`src/rtl/logic_pkg.sv`:
```
`default_nettype none
// ============================================================================
// Module      : logic_pkg
// Description : Shared op-select codes and FSM state encoding for the
//               sequential bitwise logic unit.
// Revision    : 1.0 - initial release
// ============================================================================
package logic_pkg;

    // Function-select codes for the two-operand logic functions
    localparam logic [2:0] OP_AND   = 3'b000;
    localparam logic [2:0] OP_OR    = 3'b001;
    localparam logic [2:0] OP_XOR   = 3'b010;
    localparam logic [2:0] OP_NOR   = 3'b011;
    localparam logic [2:0] OP_NAND  = 3'b100;
    localparam logic [2:0] OP_XNOR  = 3'b101;
    localparam logic [2:0] OP_ANDN  = 3'b110;
    localparam logic [2:0] OP_PASSA = 3'b111;

    // Controller state encoding
    typedef logic [1:0] state_t;
    localparam state_t ST_IDLE = 2'd0;
    localparam state_t ST_RUN  = 2'd1;
    localparam state_t ST_DONE = 2'd2;

endpackage
`default_nettype wire

```
`src/rtl/logic_slice.sv`:
```
`default_nettype none
// ============================================================================
// Module      : logic_slice
// Description : Combinational SLICE-bit evaluator of the eight two-operand
//               logic functions selected by op.
// Revision    : 1.0 - initial release
// ============================================================================
module logic_slice
    import logic_pkg::*;
#(
    parameter int SLICE = 16
) (
    input  logic [SLICE-1:0] a,
    input  logic [SLICE-1:0] b,
    input  logic [2:0]       op,
    output logic [SLICE-1:0] y
);

    // Bitwise function of the current operand slices
    always_comb begin
        y = '0;
        case (op)
            OP_AND:   y = a & b;
            OP_OR:    y = a | b;
            OP_XOR:   y = a ^ b;
            OP_NOR:   y = ~(a | b);
            OP_NAND:  y = ~(a & b);
            OP_XNOR:  y = ~(a ^ b);
            OP_ANDN:  y = a & ~b;
            OP_PASSA: y = a;
            default:  y = '0;
        endcase
    end

endmodule
`default_nettype wire

```
`src/rtl/logic_unit_seq.sv`:
```
`default_nettype none
// ============================================================================
// Module      : logic_unit_seq
// Description : Multi-cycle bitwise logic unit. Evaluates one of eight logic
//               functions over WIDTH bits, SLICE bits per cycle, LSB slice
//               first, behind a start/busy/done handshake.
// Revision    : 1.0 - initial release
// ============================================================================
module logic_unit_seq
    import logic_pkg::*;
#(
    parameter int WIDTH = 64,
    parameter int SLICE = 16
) (
    input  logic             clk,
    input  logic             reset,
    input  logic             start,
    input  logic [2:0]       op,
    input  logic [WIDTH-1:0] a,
    input  logic [WIDTH-1:0] b,
    output logic             busy,
    output logic             done,
    output logic [WIDTH-1:0] y,
    output logic             zero
);

    localparam int c_num_slices = WIDTH / SLICE;
    localparam int c_cnt_w      = (c_num_slices > 1) ? $clog2(c_num_slices) : 1;
    localparam logic [c_cnt_w-1:0] c_last = c_cnt_w'(c_num_slices - 1);

    state_t             r_state;
    logic [c_cnt_w-1:0] r_cnt;
    logic [WIDTH-1:0]   r_a;
    logic [WIDTH-1:0]   r_b;
    logic [2:0]         r_op;

    int unsigned        w_base;
    logic [SLICE-1:0]   w_a_slice;
    logic [SLICE-1:0]   w_b_slice;
    logic [SLICE-1:0]   w_y_slice;
    logic [WIDTH-1:0]   w_y_next;

    // Select the operand slices addressed by the counter
    always_comb begin
        w_base    = 32'(r_cnt) * SLICE;
        w_a_slice = r_a[w_base +: SLICE];
        w_b_slice = r_b[w_base +: SLICE];
    end

    logic_slice #(
        .SLICE (SLICE)
    ) u_slice (
        .a  (w_a_slice),
        .b  (w_b_slice),
        .op (r_op),
        .y  (w_y_slice)
    );

    // Result with the current slice merged in; zero flag is taken from this
    // so it reflects the complete word on the final slice edge
    always_comb begin
        w_y_next                 = y;
        w_y_next[w_base +: SLICE] = w_y_slice;
    end

    // Controller: accept, per-slice evaluation, one-cycle done pulse
    always_ff @(posedge clk) begin
        if (reset) begin
            r_state <= ST_IDLE;
            r_cnt   <= '0;
            r_a     <= '0;
            r_b     <= '0;
            r_op    <= '0;
            busy    <= 1'b0;
            done    <= 1'b0;
            y       <= '0;
            zero    <= 1'b0;
        end else begin
            case (r_state)
                ST_IDLE, ST_DONE: begin
                    done <= 1'b0;
                    if (start) begin
                        r_a     <= a;
                        r_b     <= b;
                        r_op    <= op;
                        r_cnt   <= '0;
                        y       <= '0;
                        zero    <= 1'b0;
                        busy    <= 1'b1;
                        r_state <= ST_RUN;
                    end else begin
                        r_state <= ST_IDLE;
                    end
                end
                ST_RUN: begin
                    y <= w_y_next;
                    if (r_cnt == c_last) begin
                        busy    <= 1'b0;
                        done    <= 1'b1;
                        zero    <= (w_y_next == '0);
                        r_state <= ST_DONE;
                    end else begin
                        r_cnt <= r_cnt + c_cnt_w'(1);
                    end
                end
                default: begin
                    busy    <= 1'b0;
                    done    <= 1'b0;
                    r_state <= ST_IDLE;
                end
            endcase
        end
    end

endmodule
`default_nettype wire

```
`config.mk`:
```
export PLATFORM = sky130hd
export DESIGN_NAME = logic_unit_seq
export DESIGN_NICKNAME = d
export VERILOG_FILES = /design/src/rtl/logic_pkg.sv /design/src/rtl/logic_slice.sv /design/src/rtl/logic_unit_seq.sv
export SDC_FILE = /design/constraint.sdc
export NUM_CORES = 1
export LEC_CHECK = 0
export BUFFER_PORTS_ARGS = -buffer_cell sky130_fd_sc_hd__buf_2
export CORE_AREA = 2 2 110 192
export CTS_CLUSTER_DIAMETER = 120
export DETAILED_ROUTE_END_ITERATION = 8
export DIE_AREA = 0 0 112 194
export PLACE_DENSITY = 0.73
export SLEW_MARGIN = 15
export SYNTH_ARGS = -nofsm -noshare
export SYNTH_HDL_FRONTEND = slang
export SYNTH_SLANG_ARGS = --single-unit
```
`constraint.sdc`:
```
create_clock -name clk -period 5.2 [get_ports clk]
set_clock_uncertainty 0.2 [all_clocks]
set_input_delay 0.52 -clock clk [delete_from_list [all_inputs] [get_ports clk]]
set_output_delay 0.52 -clock clk [all_outputs]
set_load 0.05 [all_outputs]
```
==> metrics.md <==
| Metric | Value |
|---|---|
| CP max-delay cell | `dfxtp_2` |
| PD cells | `between 300 and 400 mW/mm^2` |
| Diodes inserted | `0` |
| Count of nets after finishing | `roughly 1500` |
| Insertion delay to the later sink of the worst-skew pair | `approximately 0.5 ns` |
| Average wire per standard cell | `approximately 18 um` |
| Setup CP Type | `reg -> reg` |
| Post-cts gate resize count | `0` |
| Clock Sinks | `a little over 200` |
| Status | `finished clean` |
| Critical Path AT | `roughly 4.4 ns` |
| Post-Synthesis Cells | `between 1000 and 1500` |
| Worst EP required | `5.44 ns` |
| Cells after DPL | `approximately 1600` |
| DR vias/cell | `roughly 5.7` |
| Fin. Hold Viols | `0` |
| Starting Density | `0.492` |
| Max_cap viols | `0` |
| Sequential share of the synthesized area | `0.407` |
| Met1 Use GR | `0.281` |
| Min cycle time layout | `about 4.2 ns` |
| Setup TNS after final layout | `0 ns` |
| Vias post-DR | `9061` |
| M3 GR Usage | `0.0288` |
| Cell Area, Synth | `between 0.009 and 0.01 sq mm` |
| Most Crowded Layer GR | `met2` |
| Vias in the first global route | `about 8700` |
| Fmax | `239 MHz` |
| Finished Layout Cells | `1586` |
| Buffer and inverter count on the worst path | `2` |
| CTS buffer count | `19` |
| Syn. warnings | `0` |
| Syn Nets | `between 1000 and 1500` |
| CP cell instances | `buf_4 > mux4_2 > inv_1 > ha_1 > o221a_2 > a221oi_1 > nor2_1 > nor4b_2 > nand4b_1 > a2111oi_2 > a22o_1` |
| Post-CTS Setup Repair Bufs | `0` |
| Root buffer cell | `clkbuf_16` |
| Placer Congestion | `between 0.8 and 0.9` |
| Hpwl dp | `about 21000 um` |
| Routed WL | `between 20000 and 30000 um` |
| Min-Delay Path Class | `in -> reg` |
| Worst-path fanout max | `27` |
| Measured slew at the worst slew-check pin | `roughly 1.0 ns` |
| GRT overflow | `0` |
| Initial antenna violation count | `0` |
| IO Count | `roughly 200` |
| Avg Inst Size Synth | `about 8.5 sq um` |
| Most common cell after layout, fill and taps aside | `nand2_1` |
| VDD IR-drop max | `0.287 mV` |
| Reg2Reg Setup Slack | `1.01 ns` |
| Drt pass-1 iters | `4` |
| Slew margin rel. | `0.326` |
| TritonCTS clock tree | `yes` |
| M2 GR Usage | `0.460` |
| Largest net degree at the start of global routing | `85` |
| Delay-heaviest family, CP | `compound AO/OA/AOI/OAI gates` |
| Tcrit/Tclk final | `0.805` |
| Cts hold-fix bufs | `0` |
| CP max stage delay | `0.80 ns` |
| Yosys cell types | `between 70 and 80` |
| Post-synth EDFFs | `0` |
| Number of routed nets with antenna violations | `0` |
| Total GRT Usage | `0.255` |
| Area delta synth->final | `17.6%` |
| Core box area | `0.0202 sq mm` |
| Setup violators final | `0` |
| Die H | `194 um` |
| Port bufs | `200` |
| CTS Buffer Depth | `3` |
| Synthesis-stage register bit count | `202` |
| RSZ-0062 raised after global routing | `false` |
| Iter 0 DRT Violations | `590` |
| Post-route cell area | `0.0117 sq mm` |
| CP Capture Type | `register` |
| Share of layout cells above drive strength 1 | `0.219` |
| Die Wd | `112 um` |
| Num rows | `69` |
| First-pass GRT wire length | `between 40000 and 50000 um` |
| Final Max Tran Viols | `0` |
| Placement Cell Area | `between 0.01 and 0.015 sq mm` |
| Worst-path clk slew | `around 0.07 ns` |
| Residual DRC | `0` |
| Synth Flop Type | `dfxtp_1` |
| Commonest cells after routing, fill and taps aside | `311 x nand2_1, 200 x dfxtp_1, 199 x buf_2` |
| Fraction of registers with async set/reset | `0` |
| H-tree depth | `1` |
| Leak | `between 0.004 and 0.005 uW` |
| Worst setup SP type | `register` |
| Die footprint | `0.0217 sq mm` |
## state kept, by name (all words and copies together), names as in the netlist
| name | count |
|---|---|
| zero | 1 |
| r_cnt | 2 |
| done | 1 |
| r_state | 2 |
| busy | 1 |
| y | 64 |
| r_b | 64 |
| r_a | 64 |
| r_op | 3 |
## tightest hold or removal path: stages
cell     delay, ns
buf_2         0.09
nand2_1       0.04
a21oi_1       0.05
## cells by family (layout without fill, tap and decap cells)
| logic type | Yosys count | count (layout) | share of synthesized area |
|---|---|---|---|
| compound gates | 307 | 307 | 0.195 |
| xor+xnor | 8 | 8 | 0.00704 |
| fa+ha+maj | 54 | 54 | 0.0679 |
| buf+inv | 124 | 292 | 0.0520 |
| flops | 202 | 202 | 0.407 |
| mux | 39 | 39 | 0.0815 |
| simple gates | 436 | 436 | 0.190 |
## synthesized netlist by cell type, drive strengths merged (8+ instances only)
master,number,share of area
o21ai,50,0.025
dfxtp,202,0.41
nor2,33,0.012
ha,54,0.068
mux4,31,0.073
clkbuf,46,0.017
buf,33,0.018
inv,44,0.017
nand2,311,0.12
a21oi,146,0.074
nor2b,18,0.011
a22o,40,0.036
nand2b,8,0.0050
nor4,13,0.0082
a211oi,8,0.0060
nand3,8,0.0040
nor3,12,0.0060
## routing by layer
| layer | routed length [um] | vias to the layer above |
|---|---|---|
| li1 | - | 4399 |
| met1 | 10400 | 4227 |
| met2 | 14700 | 342 |
| met3 | 1570 | 93 |
| met4 | 2100 | 0 |
| met5 | 0 | - |
## cell type report
class,instances,area (sq um)
well taps,248,310
multi-input cells,844,5410
inverters,45,169
clock buffers,26,542
repair buffers,214,1110
fillers,1869,8500
flip-flops and latches,202,4050
clock inverters,7,114
## through the flow
step                      total power, uW  hold WS, ns  worst slack, ns   util
after floorplan                      2110        0.232             1.08      -
after global placement               2300        0.239             1.08  0.546
after detailed placement             2320        0.243             1.00  0.546
after CTS                            3770       0.0618            0.992  0.579
after global routing                 3900       0.0685            0.611  0.579
final                                3760       0.0710             1.01  0.579
## power breakdown
group          switching, uW  total (uW)  internal [uW]
clock                    586        1460            879
combinational            391         626            235
sequential              54.4        1670           1620
total                   1030        3760           2730
## path summary, 6_finish.rpt
| check | from | to | cells past startpoint |
|---|---|---|---|
| setup / recovery | r_cnt[0] | zero | 11 |
| hold / removal | a[15] | r_a[15] | 3 |
| setup reg to reg | r_cnt[0] | zero | 11 |
| hold reg to reg | r_a[56] | r_a[56] | 2 |
No activity file was read; power rests on OpenSTA's default activity.
